$ cat src/rtl/display_varredura.sv
// Four-digit 7-segment scan controller with guard blanking between slots.
// Optional per-digit blink compiled in with `define DISPLAY_PISCA_EN.
module display_varredura #(
  parameter int DIV          = 50000,
  parameter int GUARD        = 500,
  parameter int BLINK_FRAMES = 50
) (
  input  logic       clk,
  input  logic       rst_n,
  input  logic       en,
  input  logic [6:0] seg_d0,
  input  logic [6:0] seg_d1,
  input  logic [6:0] seg_d2,
  input  logic [6:0] seg_d3,
  input  logic [3:0] pisca,
  output logic [6:0] seg,
  output logic [3:0] an_n,
  output logic [1:0] slot,
  output logic       frame
);

  localparam int CW = (DIV > 1) ? $clog2(DIV) : 1;
  localparam logic [CW-1:0] CNT_LAST = CW'(DIV - 1);
  localparam logic [CW-1:0] GUARD_C  = CW'(GUARD);

  logic [CW-1:0] cnt;
  logic [1:0]    idx;
  logic          slot_end;
  logic          wrap;
  logic          guard_win;
  logic          mask;
  logic          blank;
  logic [6:0]    seg_sel;

  always_comb begin
    slot_end  = en && (cnt == CNT_LAST);
    wrap      = slot_end && (idx == 2'd3);
    guard_win = (GUARD != 0) && (cnt < GUARD_C);
    blank     = !en || guard_win || mask;
    case (idx)
      2'd0:    seg_sel = seg_d0;
      2'd1:    seg_sel = seg_d1;
      2'd2:    seg_sel = seg_d2;
      default: seg_sel = seg_d3;
    endcase
  end

  // Prescaler and digit index only move while enabled; en=0 freezes them.
  always_ff @(posedge clk or negedge rst_n) begin
    if (!rst_n) begin
      cnt <= '0;
      idx <= 2'd0;
    end else if (en) begin
      if (slot_end) begin
        cnt <= '0;
        idx <= idx + 2'd1;
      end else begin
        cnt <= cnt + CW'(1);
      end
    end
  end

`ifdef DISPLAY_PISCA_EN
  localparam int BW = (BLINK_FRAMES > 1) ? $clog2(BLINK_FRAMES) : 1;
  localparam logic [BW-1:0] BCNT_LAST = BW'(BLINK_FRAMES - 1);

  logic [BW-1:0] bcnt;
  logic          ph;

  // Blink phase flips every BLINK_FRAMES full frames, on the frame wrap edge.
  always_ff @(posedge clk or negedge rst_n) begin
    if (!rst_n) begin
      bcnt <= '0;
      ph   <= 1'b0;
    end else if (wrap) begin
      if (bcnt == BCNT_LAST) begin
        bcnt <= '0;
        ph   <= ~ph;
      end else begin
        bcnt <= bcnt + BW'(1);
      end
    end
  end

  always_comb mask = pisca[idx] && ph;
`else
  logic unused_pisca;

  always_comb begin
    mask         = 1'b0;
    unused_pisca = ^pisca;
  end
`endif

  always_ff @(posedge clk or negedge rst_n) begin
    if (!rst_n) begin
      seg   <= 7'h7F;
      an_n  <= 4'hF;
      frame <= 1'b0;
    end else begin
      seg   <= blank ? 7'h7F : seg_sel;
      an_n  <= blank ? 4'hF : ~(4'b0001 << idx);
      frame <= wrap;
    end
  end

  assign slot = idx;

endmodule

$ cat config.mk
export PLATFORM = sky130hd
export DESIGN_NAME = display_varredura
export DESIGN_NICKNAME = d
export VERILOG_FILES = /design/src/rtl/display_varredura.sv
export SDC_FILE = /design/constraint.sdc
export NUM_CORES = 1
export LEC_CHECK = 0
export BUFFER_PORTS_ARGS = -buffer_cell sky130_fd_sc_hd__buf_2
export CORE_ASPECT_RATIO = 2
export CORE_MARGIN = 5
export CORE_UTILIZATION = 40
export CTS_BUF_LIST = sky130_fd_sc_hd__clkbuf_8
export DETAILED_ROUTE_END_ITERATION = 8
export GPL_ROUTABILITY_DRIVEN = 0
export PLACE_DENSITY_LB_ADDON = 0.2
export SYNTH_ARGS = -nofsm -noshare
export SYNTH_HDL_FRONTEND = slang
export SYNTH_SLANG_ARGS = --single-unit
$ cat constraint.sdc
create_clock -name clk -period 5.1 [get_ports clk]
set_input_delay 1.02 -clock clk [delete_from_list [all_inputs] [get_ports clk]]
set_output_delay 1.02 -clock clk [all_outputs]
set_load 0.02 [all_outputs]
# --- Yosys cells after proc, flatten, opt, wreduce, memory -nomap -nowiden ---
# Index checks and enable logic that the tools add are counted.
word_totals:
  ff_bits: 30
  latch_bits: 0
  ram_bits: 0
  romBits: 0
  out_inout_bits: 14
  memories: 0
op_classes:
  add_sub_neg: 2
  n_mul: 0
  n_div: 0
  n_lt_le_gt_ge: 1
  eq_ne: 4
  shifts: 1
  mux: 4
  bitwise: 1
  reduce_logical: 6
ops:
  columns: ["cell", "n"]
  rows:
  - ["$pmux 7 s3", 1]
  - ["$add 16x1->16 const B", 1]
  - ["$eq 16x16->1 const B", 1]
  - ["$lt 16x9->1 const B", 1]
  - ["$mux 16", 1]
  - ["$mux 7", 1]
  - ["$eq 2x2->1 const B", 2]
  - ["$mux 4", 1]
  - ["$not 4->4", 1]
  - ["$shl 1x2->4 const A", 1]
  - ["$add 2x1->2 const B", 1]
  - ["$eq 2x1->1 const B", 1]
  - ["$logic_and 1x1->1", 2]
  - ["$logic_not 2->1", 1]
  - ["$reduce_and 2->1", 1]
  - ["$logic_not 1->1", 1]
  - ["$logic_or 1x1->1", 1]

# --- Depth between registers and ports, before layout ---
# Gate-level depths: netlist (run 1).
logic_depth:
  word_depth: 3
  depth_mapped: 7
  ltp_nobuf: 6

# --- Worst setup path after synthesis (run 1) ---
# Ideal clock, no wire load.
synth_timing:
  path_type: "input port to flip-flop"
  from: "input port en"
  to: "register cnt[12]"
  setup_time_ns: 0.125
  t_arrival_ns: 2.120
  required_time_ns: 4.975
  setup_slack_ns: 2.855
  path_stages: 4
  path_cell_list: "clkbuf_2 nand4_1 nor4_1 mux2_2"
synth_via:
  elab_chain_cells: 2
synth_lines:
  columns: ["element", "line", "source"]
  rows:
  - ["from (decl)", "10", "input logic en,"]
  - ["$logic_and 1x1->1", "36", "slot_end = en && (cnt == CNT_LAST);"]
  - ["$mux 16", "54", "if (slot_end) begin"]
  - ["to (signal assigned)", "58", "cnt <= cnt + CW'(1);"]
  - ["to (decl)", "26", "logic [CW-1:0] cnt;"]
# Parallel ways exist; a longest one is shown, timed or not.
# A chain may end at the register's enable or synchronous reset.

# --- Final worst setup path (run 1) ---
# Same ends and word-level chain as after synthesis.

==> flow_summary.rst, run 1 <==
.. list-table::
   :header-rows: 1

   * - Metric
     - Value
   * - Post-synthesis to final-layout area growth
     - 21.81%
   * - Register area
     - 764.5 um2
   * - Core Region
     - 3607 um2
   * - Crit path max fanout
     - 14
   * - Cells taking the most area after synthesis
     - sky130_fd_sc_hd__dfrtp_1, sky130_fd_sc_hd__dfstp_2, sky130_fd_sc_hd__nand2_1
   * - Clock-pin slew on the worst setup and hold paths
     - 0.06 ns
   * - Setup crit end kind
     - flip-flop
   * - Pwr Total
     - 0.0005432 W
   * - Data required time at the worst endpoint
     - 5.26 ns
   * - First-pass DRT Iterations
     - 4
   * - Multi-input logic area
     - 654.4 um2
   * - Type of the worst min-delay path
     - flip-flop to flip-flop
   * - Die H
     - 96.36 um
   * - CTS max path bufs
     - 2
   * - Share of the yosys chip area belonging to registers
     - 51.26%
   * - Initial antenna violation count
     - 0
   * - Horizontal die dimension
     - 53.18 um
   * - Portion of the clock cycle consumed by the worst path in the final layout
     - 48.94%
   * - Unrepaired setup endpoints after global routing
     - false
   * - CTS tree
     - yes
   * - Count of pins over their slew limit
     - 0
   * - Net count of the finished layout
     - 229
   * - Post-synth net total
     - 186
   * - Cell taking the most area after synthesis
     - sky130_fd_sc_hd__dfrtp_1
   * - Number of library cell types mapped by synthesis
     - 34
   * - Filler cells
     - 361
   * - Cts-stage hold buffer count
     - 0
   * - H-tree lvl count
     - 2
   * - Post-DR vias/cell
     - 5.231
   * - Share of total power in combinational logic
     - 11.2%
   * - Mean instance size in the synthesized netlist
     - 10.29 um2
   * - Net Sw Frac
     - 26.79%
   * - Via count of the routed design
     - 1245
   * - Crit path max-delay cell type
     - sky130_fd_sc_hd__nor4_4
   * - Headroom to the max-slew limit
     - 49.06%
   * - Routed WL per cell
     - 14.70 um
   * - Final Routed Wirelength
     - 3499 um
   * - Layout cell share with drive strength beyond 1
     - 35.45%
   * - Overflow left after global routing
     - 0
   * - Cell chosen for the clock root
     - sky130_fd_sc_hd__clkbuf_8
   * - Placed wire-length estimate after detailed placement
     - 2683 um
   * - Via count of the first global-routing pass
     - 1315
   * - Critical Setup Path Class
     - primary input to flip-flop
   * - Crit path cell chain
     - buf_2, nand4_1, nor4_4, nor2_1, mux2_2
   * - Number of port buffers
     - 44
   * - Minimum clock period
     - 2.496 ns
   * - Pin count of the biggest net entering global routing
     - 31
   * - # DRC
     - 0
   * - Die area
     - 5124 um2
   * - Mapped Cells
     - 145
   * - Num CTS Buffers
     - 5
   * - Starting utilization of the core area
     - 41.35%
   * - Cell internal pwr
     - 0.0003976 W
   * - Antenna Diode Count
     - 0
   * - Number of cell rows
     - 31
   * - Iter 0 DRT Violations
     - 27
   * - Pwr Density
     - 299.0 nW/um2
   * - Clock insertion delay at the later pin of the skew report
     - 0.28 ns
   * - Post-synthesis sequential element count
     - 30
   * - Maximum vdd ir drop
     - 0.0001441 V
   * - Boundary Pins
     - 49
   * - Overall routing resource usage
     - 15.77%
   * - Relative contribution of sequential cells to total power
     - 53.7%
   * - Summed area of non-filler cells in the final layout
     - 1817 um2
   * - Post-Place Cell Area
     - 1727 um2
   * - Final core utilization
     - 50.36%
   * - Synthesis warning total
     - 0
   * - Post-detailed-route count of antenna-violating nets
     - 0
   * - Reported leakage power
     - 0.8303 nW
   * - Fin. Hold Viols
     - 0
   * - Clock network fraction of total power
     - 35.1%
   * - Switching component of the power
     - 0.0001455 W
   * - Number of buffer and inverter stages on the critical path
     - 1
   * - Summed instance area of the synthesized netlist
     - 1491 um2
   * - Arrival time worst endpoint
     - 2.66 ns
   * - CP peak stage delay
     - 0.71 ns
   * - Worst clock skew on the final layout
     - 0.006652 ns
   * - Finish-stage setup viols
     - 0
   * - CP Launch Type
     - primary input
   * - Number of setup buffers added after CTS
     - 0
   * - Outcome
     - complete, no violations
   * - Worst slack on hold paths
     - 0.5065 ns
   * - Maximum frequency from static timing analysis
     - 0.4007 GHz
   * - Actual transition at the worst max-transition pin
     - 0.7584 ns
   * - Number of max-cap violations
     - 0
   * - Top cell type's share of synthesized area
     - 31.88%
   * - Post-cts repair resize count
     - 0
   * - Global-route wire length before repair
     - 5802 um
   * - Top cell family by delay on the critical path
     - simple AND/OR/NAND/NOR gates
   * - TritonCTS Sinks
     - 30
   * - Setup Total Neg Slack
     - 0 ns
per-stage QoR:
stage               setup WS [ns]  std cells
floorplan                   2.855        145
global placement            2.360        230
detailed placement          2.315        230
CTS                         2.588        238
global route                2.452        238
finish                      2.604        238
Yosys cell counts, drive strengths merged:
cell	instances
or3	1
o211ai	1
and2	1
nor4	4
dfrtp	19
or4b	1
a222oi	7
xnor2	8
o22a	1
inv	7
a21oi	2
mux2	1
dlygate4sd3	1
buf	2
clkbuf	5
ha	6
o22ai	1
nand4	6
o21ai	10
nand2	24
nand3b	1
or4	2
xor2	4
nor3	3
dfstp	11
nand3	4
and3	1
o21a	1
nor2	10
power by group through the flow:
stage / Sequential (W) / Clock (W) / Combinational [W]
5_1_grt: 0.000296 / 0.000206 / 0.0000706
3_5_place_dp: 0.000296 / 0 / 0.0000618
6_report: 0.000291 / 0.000191 / 0.0000609
3_3_place_gp: 0.000294 / 0 / 0.0000596
2_1_floorplan: 0.000293 / 0 / 0.0000335
4_1_cts: 0.000292 / 0.000197 / 0.0000621
cell families after synthesis:
logic type | after synthesis | share of synthesized area (%)
XOR/XNOR | 12 | 7.047
AO/OA/AOI/OAI | 23 | 10.74
adder cells (fa/ha/maj) | 6 | 5.033
AND/OR/NAND/NOR | 58 | 20.30
flip-flops | 30 | 51.26
buffers and inverters | 15 | 4.865
multiplexers | 1 | 0.7550
path summary, 6_finish.rpt:
check / from / to / slack, ns / depth (start not counted)
worst max-delay path: en / cnt[12] / 2.60 / 5
worst min-delay path: cnt[10] / cnt[10] / 0.51 / 1
worst max register to register: cnt[12] / cnt[12] / 2.85 / 4
worst min register to register: cnt[10] / cnt[10] / 0.51 / 1
max in group asynchronous: rst_n / cnt[2] / 3.90 / 1
min in group asynchronous: rst_n / cnt[5] / 0.77 / 1
worst reg2reg max path, delay by kind of cell (launching register included):
family / cells / cell delay, ns
AND/OR/NAND/NOR: 3 / 1.40
multiplexers: 1 / 0.30
flip-flops: 1 / 0.44
state kept, by name, indices dropped and copies added, names as in the netlist:
| signal | cells |
|---|---|
| cnt | 16 |
| an_n | 4 |
| seg | 7 |
| slot | 2 |
| frame | 1 |
layout make-up:
type / count / share of cell area, %
clock buffer: 6 / 4.545
clock inverter: 2 / 0.4132
inverter: 7 / 1.446
multi-input combinational: 100 / 36.02
sequential: 30 / 42.08
tap: 49 / 3.375
timing repair buffer: 44 / 12.12
layer usage:
layer / vias up / track usage [%] / routed length (um)
li1: 594 / - / -
met1: 586 / 14.67 / 1109
met2: 53 / 28.84 / 1994
met3: 12 / 3.876 / 275
met4: 0 / 10.45 / 118
met5: - / 0 / 0
cell usage in the layout, fill, tap and decap left out:
master	n
sky130_fd_sc_hd__buf_2	44
sky130_fd_sc_hd__nand2_1	21
sky130_fd_sc_hd__dfrtp_1	19
sky130_fd_sc_hd__dfstp_2	11
sky130_fd_sc_hd__nor2_1	10
sky130_fd_sc_hd__o21ai_0	10
sky130_fd_sc_hd__inv_1	9
sky130_fd_sc_hd__xnor2_1	8
sky130_fd_sc_hd__a222oi_1	7
sky130_fd_sc_hd__nand4_1	6
sky130_fd_sc_hd__ha_1	6
sky130_fd_sc_hd__clkbuf_8	6
sky130_fd_sc_hd__nand3_1	4
sky130_fd_sc_hd__xor2_1	4
sky130_fd_sc_hd__nand2_2	3
sky130_fd_sc_hd__nor3_1	3
sky130_fd_sc_hd__nor4_1	3
sky130_fd_sc_hd__a21oi_1	2
sky130_fd_sc_hd__or4_4	1
sky130_fd_sc_hd__or4_1	1
sky130_fd_sc_hd__o211ai_1	1
sky130_fd_sc_hd__o21a_1	1
sky130_fd_sc_hd__or4b_1	1
sky130_fd_sc_hd__nor4_4	1
sky130_fd_sc_hd__and2_1	1
sky130_fd_sc_hd__and3_1	1
sky130_fd_sc_hd__o22a_1	1
sky130_fd_sc_hd__or3_1	1
sky130_fd_sc_hd__o22ai_1	1
sky130_fd_sc_hd__nand3b_1	1
sky130_fd_sc_hd__mux2_2	1
No activity file was read; power rests on OpenSTA's default activity.
==> run 2, diff against run 1 <==
--- a/config.mk
+++ b/config.mk
@@ -5,6 +5,7 @@
 export SDC_FILE = /design/constraint.sdc
 export NUM_CORES = 1
 export LEC_CHECK = 0
+export ABC_AREA = 1
 export BUFFER_PORTS_ARGS = -buffer_cell sky130_fd_sc_hd__buf_2
 export CORE_ASPECT_RATIO = 2
 export CORE_MARGIN = 5
==> constraint.sdc (replaced) <==
create_clock -name clk -period 2.47 [get_ports clk]
set_input_delay 0.494 -clock clk [delete_from_list [all_inputs] [get_ports clk]]
set_output_delay 0.494 -clock clk [all_outputs]
set_load 0.02 [all_outputs]
==> run 2 against run 1 <==
First-iteration DRC count increased by 44%; global-route usage rose by 0.20 points; sequential share of layout area fell by 4.9 points; clock skew down 0.0016 ns; largest cell class is now multi-input gates.
==> flow_summary.rst, run 2 <==
.. list-table::
   :header-rows: 1

   * - Metric
     - Value
   * - Register-to-register path setup slack
     - 1.01 ns (was 2.85 ns)
   * - Num CTS Buffers
     - 5 (unchanged)
   * - Ranking of synthesized cells by instance count
     - sky130_fd_sc_hd__nand2_1, sky130_fd_sc_hd__nor2_1, sky130_fd_sc_hd__inv_1 (was sky130_fd_sc_hd__nand2_1, sky130_fd_sc_hd__dfrtp_1, sky130_fd_sc_hd__dfstp_2)
   * - Cells taking the most area after synthesis
     - sky130_fd_sc_hd__dfrtp_1, sky130_fd_sc_hd__nand2_1, sky130_fd_sc_hd__dfstp_2 (was sky130_fd_sc_hd__dfrtp_1, sky130_fd_sc_hd__dfstp_2, sky130_fd_sc_hd__nand2_1)
   * - # DRC
     - 0 (unchanged)
   * - Unrepaired setup endpoints after global routing
     - false (unchanged)
   * - Top cell type's share of synthesized area
     - 28.02% (was 31.88%)
   * - Post-cts repair resize count
     - 0 (unchanged)
   * - Crit path cell chain
     - buf_2 (was buf_2, nand4_1, nor4_4, nor2_1, mux2_2)
   * - Count of flip-flops with a built-in enable after synthesis
     - 0 (unchanged)
   * - Core Region
     - 4088 um2 (was 3607 um2)
   * - Setup crit end kind
     - output port (was flip-flop)
   * - Top cell family by delay on the critical path
     - flip-flops (was simple AND/OR/NAND/NOR gates)
   * - Wire length on met2
     - 2454 um (was 1994 um)
   * - Die H
     - 102.1 um (was 96.36 um)
   * - Maximum frequency from static timing analysis
     - 0.6842 GHz
   * - Clock network fraction of total power
     - 30.2% (was 35.1%)
   * - Cell chosen for the clock root
     - sky130_fd_sc_hd__clkbuf_8 (unchanged)
   * - Fin. Hold Viols
     - 0 (unchanged)
   * - Reported leakage power
     - 1.069 nW (was 0.8303 nW)
   * - Mean instance size in the synthesized netlist
     - 7.313 um2 (was 10.29 um2)
   * - Most used standard cell by instance count after synthesis
     - sky130_fd_sc_hd__nand2_1 (unchanged)
   * - Type of the worst min-delay path
     - primary input to async pin (was flip-flop to flip-flop)
   * - Overall routing resource usage
     - 15.97% (was 15.77%)
   * - Share of the yosys chip area belonging to registers
     - 45.06% (was 51.26%)
   * - Setup Total Neg Slack
     - 0 ns (unchanged)
   * - Initial antenna violation count
     - 0 (unchanged)
   * - Headroom to the max-slew limit
     - 54.99% (was 49.06%)
   * - Mapped Cells
     - 232 (was 145)
   * - Top flop regs
     - cnt (16), seg (7), an_n (4) (unchanged)
   * - Number of buffer and inverter stages on the critical path
     - 1 (unchanged)
   * - CTS max path bufs
     - 2 (unchanged)
   * - Maximum vdd ir drop
     - 0.0003468 V (was 0.0001441 V)
   * - M1 WL
     - 1357 um (was 1109 um)
   * - Crit path max fanout
     - 1 (was 14)
   * - CP peak stage delay
     - 0.52 ns (was 0.71 ns)
   * - Worst slack, placed
     - 0.9260 ns (was 2.315 ns)
   * - TritonCTS Sinks
     - 30 (unchanged)
   * - Worst clock skew on the final layout
     - 0.005006 ns (was 0.006652 ns)
   * - Post-synth net total
     - 273 (was 186)
   * - Number of cell rows
     - 33 (was 31)
   * - Layout cell share with drive strength beyond 1
     - 25.81% (was 35.45%)
   * - Post-detailed-route count of antenna-violating nets
     - 0 (unchanged)
   * - Startpoint of the most critical setup path
     - seg[1] (was en)
   * - Via count of the routed design
     - 1623 (was 1245)
   * - Share of total power in combinational logic
     - 21.8% (was 11.2%)
   * - Portion of the clock cycle consumed by the worst path in the final layout
     - 59.17%
   * - Actual transition at the worst max-transition pin
     - 0.6752 ns (was 0.7584 ns)
   * - Via count of the first global-routing pass
     - 1629 (was 1315)
   * - Die area
     - 5723 um2 (was 5124 um2)
   * - Number of port buffers
     - 44 (unchanged)
   * - H-tree lvl count
     - 2 (unchanged)
   * - Switching component of the power
     - 0.0004655 W (was 0.0001455 W)
   * - Relative contribution of sequential cells to total power
     - 47.9% (was 53.7%)
   * - Antenna Diode Count
     - 0 (unchanged)
   * - Data required time at the worst endpoint
     - 1.98 ns (was 5.26 ns)
   * - Uppermost layer routed
     - met4 (unchanged)
   * - Post-synthesis sequential element count
     - 30 (unchanged)
   * - Most common cell after layout, fill and taps aside
     - sky130_fd_sc_hd__nand2_1 (was sky130_fd_sc_hd__buf_2)
   * - Final std cells w/o fill
     - 331 (was 238)
   * - Post-DR vias/cell
     - 4.903 (was 5.231)
   * - Placed cell count
     - 323 (was 230)
   * - Pwr Density
     - 661.5 nW/um2 (was 299.0 nW/um2)
   * - CP Launch Type
     - flip-flop (was primary input)
   * - FF-to-FF Start
     - cnt[0] (was cnt[12])
   * - Crit path max-delay cell type
     - sky130_fd_sc_hd__dfstp_2 (was sky130_fd_sc_hd__nor4_4)
   * - Iter 0 DRT Violations
     - 39 (was 27)
   * - Number of max-cap violations
     - 0 (unchanged)
   * - First-pass DRT Iterations
     - 4 (unchanged)
   * - Dominant synthesized flop cell
     - sky130_fd_sc_hd__dfrtp_1 (unchanged)
   * - Critical Setup Path Class
     - flip-flop to output port (was primary input to flip-flop)
   * - Number of setup buffers added after CTS
     - 0 (unchanged)
   * - Highest-count cells in the layout ignoring fill and taps
     - sky130_fd_sc_hd__nand2_1, sky130_fd_sc_hd__buf_2, sky130_fd_sc_hd__nor2_1, sky130_fd_sc_hd__inv_1, sky130_fd_sc_hd__dfrtp_1 (was sky130_fd_sc_hd__buf_2, sky130_fd_sc_hd__nand2_1, sky130_fd_sc_hd__dfrtp_1, sky130_fd_sc_hd__dfstp_2)
   * - Largest register by flop count
     - cnt (unchanged)
   * - Final Routed Wirelength
     - 4182 um (was 3499 um)
   * - Number of flip-flops under the largest register name
     - 16 (unchanged)
   * - Boundary Pins
     - 49 (unchanged)
   * - Minimum clock period
     - 1.462 ns
   * - Summed instance area of the synthesized netlist
     - 1697 um2 (was 1491 um2)
   * - Count of pins over their slew limit
     - 0 (unchanged)
   * - Post-Place Cell Area
     - 1959 um2 (was 1727 um2)
   * - Global-route wire length before repair
     - 7038 um (was 5802 um)
   * - Finish-stage setup viols
     - 0 (unchanged)
   * - Clock insertion delay at the later pin of the skew report
     - 0.28 ns (about the same)
   * - Async set-reset flop share out of synthesis
     - 100.0% (unchanged)
   * - Clock-pin slew on the worst setup and hold paths
     - 0.07 ns (was 0.06 ns)
   * - Pwr Total
     - 0.001359 W (was 0.0005432 W)
   * - Net Sw Frac
     - 34.25% (was 26.79%)
   * - Number of library cell types mapped by synthesis
     - 25 (was 34)
   * - Overflow left after global routing
     - 0 (unchanged)
   * - Pin count of the biggest net entering global routing
     - 31 (unchanged)
   * - CTS tree
     - yes (unchanged)
   * - Net count of the finished layout
     - 319 (was 229)
   * - Starting utilization of the core area
     - 41.51% (was 41.35%)
   * - Summed area of non-filler cells in the final layout
     - 2054 um2 (was 1817 um2)
   * - Synthesis warning total
     - 0 (unchanged)
   * - Placed wire-length estimate after detailed placement
     - 3399 um (was 2683 um)
   * - Horizontal die dimension
     - 56.05 um (was 53.18 um)
   * - Cell taking the most area after synthesis
     - sky130_fd_sc_hd__dfrtp_1 (unchanged)
   * - Post-synthesis to final-layout area growth
     - 21.09% (was 21.81%)
   * - Routed length on met3
     - 251 um (was 275 um)
   * - Outcome
     - complete, no violations (unchanged)
   * - Final worst setup slack
     - 1.008 ns (was 2.604 ns)
   * - Arrival time worst endpoint
     - 0.97 ns (was 2.66 ns)
   * - Cell internal pwr
     - 0.0008936 W (was 0.0003976 W)
   * - Routed WL per cell
     - 12.63 um (was 14.70 um)
   * - Cts-stage hold buffer count
     - 0 (unchanged)
[run 2: area by class of cell]
class / count / area, um2
clock inverters: 2 / 12.51
well taps: 52 / 65.06
flip-flops and latches: 30 / 764.5
repair buffers: 44 / 220.2
multi-input cells: 169 / 804.5
fillers: 424 / 2033
clock buffers: 6 / 82.58
inverters: 28 / 105.1
[run 2: kinds of logic after synthesis]
group                      count (synthesis)  share of synthesized area (%)
AOI/OAI and AO/OA                         12                          3.908
and+or+nand+nor                          149                          38.05
buffers and inverters                     33                          7.522
xor gates and xnor gates                   2                          1.033
DFF                                       30                          45.06
adders and majority gates                  6                          4.425
[run 2: through the flow]
stage                     hold WS [ns]  utilization (%)
after detailed placement        0.5295            47.93
after global routing            0.3057            50.26
after global placement          0.5160            47.93
final                           0.2504            50.26
after CTS                       0.2700            50.26
after floorplan                 0.1984                -
[run 2: power by group through the flow]
stage / clock network [W] / registers [W] / logic [W]
floorplan: 0 / 0.000645 / 0.000206
global placement: 0 / 0.000657 / 0.000293
detailed placement: 0 / 0.000658 / 0.000298
CTS: 0.000420 / 0.000650 / 0.000300
global route: 0.000444 / 0.000664 / 0.000345
finish: 0.000411 / 0.000652 / 0.000296
[run 2: final timing paths]
kind	end	cells after the start
setup reg to reg	cnt[0]	6
hold / removal	cnt[1]	1
max in group asynchronous	cnt[9]	1
hold reg to reg	cnt[1]	2
min in group clk	seg[1]	3
setup / recovery	seg[1]	1
[run 2: metal layers]
metal | up-vias | GRT usage (%)
met2 | 54 | 33.63
li1 | 814 | -
met3 | 12 | 3.919
met5 | - | 0
met4 | 0 | 7.861
met1 | 743 | 12.93
==> run 3, diff against run 2 <==
==> constraint.sdc (replaced) <==
create_clock -name clk -period 1.4 [get_ports clk]
set_input_delay 0.28 -clock clk [delete_from_list [all_inputs] [get_ports clk]]
set_output_delay 0.28 -clock clk [all_outputs]
set_load 0.02 [all_outputs]
==> run 3 against run 2 <==
Global-route usage is 0.78 points higher; critical path depth is 4 higher; sequential power is 75% higher; sequential share of layout area is 3.2 points lower; routed wire length is 8.0% higher; critical endpoint is now slot[1].
==> flow_summary.rst, run 3 (synthesis gave the netlist of run 2 again) <==
.. list-table::
   :header-rows: 1

   * - Metric
     - Value
   * - Clock insertion delay at the later pin of the skew report
     - 0.29 ns (was 0.28 ns)
   * - Crit path max fanout
     - 10 (was 1)
   * - Final std cells w/o fill
     - 346 (was 331)
   * - Minimum clock period
     - 1.372 ns
   * - Antenna Diode Count
     - 0 (unchanged)
   * - Actual transition at the worst max-transition pin
     - 0.4005 ns (was 0.6752 ns)
   * - Iter 0 DRT Violations
     - 26 (was 39)
   * - Most common cell after layout, fill and taps aside
     - sky130_fd_sc_hd__nand2_1 (unchanged)
   * - Arrival time worst endpoint
     - 1.54 ns (was 0.97 ns)
   * - Worst clock skew on the final layout
     - 0.01294 ns (was 0.005006 ns)
   * - Clock-pin slew on the worst setup and hold paths
     - 0.07 ns (about the same)
   * - CP Launch Type
     - flip-flop (unchanged)
   * - Worst slack on hold paths
     - 0.2129 ns (was 0.2504 ns)
   * - Number of flip-flops under the largest register name
     - 16 (unchanged)
   * - Net count of the finished layout
     - 334 (was 319)
   * - Number of port buffers
     - 44 (unchanged)
   * - Switching component of the power
     - 0.0008665 W (was 0.0004655 W)
   * - Core Region
     - 4088 um2 (unchanged)
   * - Post-DR vias/cell
     - 4.769 (was 4.903)
   * - Headroom to the max-slew limit
     - 73.30% (was 54.99%)
   * - Via count of the routed design
     - 1650 (was 1623)
   * - # DRC
     - 0 (unchanged)
   * - Largest register by flop count
     - cnt (unchanged)
   * - Count of pins over their slew limit
     - 0 (unchanged)
   * - First-pass DRT Iterations
     - 4 (unchanged)
   * - Clock network fraction of total power
     - 28.1% (was 30.2%)
   * - Horizontal die dimension
     - 56.05 um (unchanged)
   * - Initial antenna violation count
     - 0 (unchanged)
   * - Net Sw Frac
     - 34.31% (was 34.25%)
   * - Highest-count cells in the layout ignoring fill and taps
     - sky130_fd_sc_hd__nand2_1, sky130_fd_sc_hd__buf_2, sky130_fd_sc_hd__inv_1, sky130_fd_sc_hd__nor2_1, sky130_fd_sc_hd__dfrtp_1 (was sky130_fd_sc_hd__nand2_1, sky130_fd_sc_hd__buf_2, sky130_fd_sc_hd__nor2_1, sky130_fd_sc_hd__inv_1, sky130_fd_sc_hd__dfrtp_1)
   * - Global-route wire length before repair
     - 7272 um (was 7038 um)
   * - Via count of the first global-routing pass
     - 1671 (was 1629)
   * - Fin. Hold Viols
     - 0 (unchanged)
   * - Placed cell count
     - 336 (was 323)
   * - Routed WL per cell
     - 13.05 um (was 12.63 um)
   * - Outcome
     - complete, no violations (unchanged)
   * - Number of max-cap violations
     - 0 (unchanged)
   * - Data required time at the worst endpoint
     - 1.57 ns (was 1.98 ns)
   * - Cell chosen for the clock root
     - sky130_fd_sc_hd__clkbuf_8 (unchanged)
   * - Overall routing resource usage
     - 16.75% (was 15.97%)
   * - Overflow left after global routing
     - 0 (unchanged)
   * - CTS max path bufs
     - 2 (unchanged)
   * - Portion of the clock cycle consumed by the worst path in the final layout
     - 98.01%
   * - Reported leakage power
     - 1.158 nW (was 1.069 nW)
   * - Finish-stage setup viols
     - 0 (unchanged)
   * - CTS tree
     - yes (unchanged)
   * - Post-detailed-route count of antenna-violating nets
     - 0 (unchanged)
   * - Layout cell share with drive strength beyond 1
     - 31.63% (was 25.81%)
   * - Num CTS Buffers
     - 5 (unchanged)
   * - Number of cell rows
     - 33 (unchanged)
   * - Multi-input logic area
     - 847.1 um2 (was 804.5 um2)
   * - Final Routed Wirelength
     - 4517 um (was 4182 um)
   * - Post-synthesis to final-layout area growth
     - 32.30% (was 21.09%)
   * - Boundary Pins
     - 49 (unchanged)
   * - Setup crit end kind
     - flip-flop (was output port)
   * - Share of total power in combinational logic
     - 26.6% (was 21.8%)
   * - Unrepaired setup endpoints after global routing
     - true (was false)
   * - Register area
     - 764.5 um2 (unchanged)
   * - Type of the worst min-delay path
     - primary input to flip-flop (was primary input to async pin)
   * - Critical Setup Path Class
     - flip-flop to flip-flop (was flip-flop to output port)
   * - Cell internal pwr
     - 0.001659 W (was 0.0008936 W)
   * - Die H
     - 102.1 um (unchanged)
   * - Maximum frequency from static timing analysis
     - 0.7288 GHz
   * - Die area
     - 5723 um2 (unchanged)
   * - Starting utilization of the core area
     - 41.51% (unchanged)
   * - Maximum vdd ir drop
     - 0.0006762 V (was 0.0003468 V)
   * - Pin count of the biggest net entering global routing
     - 17 (was 31)
   * - Top flop regs
     - cnt (16), seg (7), an_n (4) (unchanged)
   * - Pwr Density
     - 1125 nW/um2 (was 661.5 nW/um2)
   * - Relative contribution of sequential cells to total power
     - 45.3% (was 47.9%)
   * - Placed wire-length estimate after detailed placement
     - 3593 um (was 3399 um)
   * - H-tree lvl count
     - 2 (unchanged)
   * - TritonCTS Sinks
     - 30 (unchanged)
   * - Filler cells
     - 381 (was 424)
-- run 3: final cells by class --
class / count / share of cell area, %
repair buffers: 59 / 16.61
multi-input cells: 169 / 37.74
well taps: 52 / 2.899
flip-flops and latches: 30 / 34.06
clock inverters: 2 / 0.3344
inverters: 28 / 4.682
clock buffers: 6 / 3.679
-- run 3: metrics by stage --
stage	setup WS [ns]	TNS, ns	utilization (%)	area, um2	power (W)
floorplan	0.03357	0	-	1697	0.001501
global placement	0.004696	0	50.93	2082	0.001779
detailed placement	-0.01358	-0.03057	50.93	2082	0.001795
CTS	0.02038	0	53.75	2197	0.002512
global route	-0.03240	-0.05519	54.91	2245	0.002691
finish	0.02781	0	54.91	2245	0.002525
-- run 3: final timing paths --
check                      startpoint      end  slack [ns]  cells after the start
max                            cnt[8]  slot[1]        0.03                      5
min                         seg_d3[0]   seg[0]        0.21                      3
max reg2reg                    cnt[8]  slot[1]        0.03                      5
min reg2reg                   cnt[13]  cnt[13]        0.60                      3
max in group asynchronous       rst_n  an_n[1]        0.44                      3
min in group asynchronous       rst_n  cnt[10]        0.45                      2
-- run 3: worst max-delay path: stages (launching register included) --
cell and delay, ns:
sky130_fd_sc_hd__dfrtp_1 0.48, sky130_fd_sc_hd__nand4_1 0.13, sky130_fd_sc_hd__nor2_1 0.24, sky130_fd_sc_hd__nand3_4 0.21, sky130_fd_sc_hd__nand2_1 0.12, sky130_fd_sc_hd__o21ai_1 0.07
-- run 3: metal layers --
metal / vias to the layer above / track usage [%] / part of all wire [%]
li1: 842 / - / -
met4: 0 / 9.689 / 3.2
met1: 753 / 13.76 / 33
met5: - / 0 / 0
met2: 44 / 34.54 / 59
met3: 11 / 3.793 / 4.7
-- run 3: power by group through the flow --
stage	clock network [W]	registers [W]	logic, W
final	0.000709	0.00114	0.000672
after global routing	0.000767	0.00117	0.000755
after detailed placement	0	0.00115	0.000644
after global placement	0	0.00114	0.000635
after floorplan	0	0.00114	0.000363
after CTS	0.000723	0.00114	0.000651
-- run 3: timing repair --
action | in CTS | in global routing
hold endpoints to repair | 10 | 0
setup buffers | 0 | 1
setup endpoints to repair | 8 | 14
resized for setup | 2 | 9
pin swaps | 0 | 6
hold buffers | 1 | 0
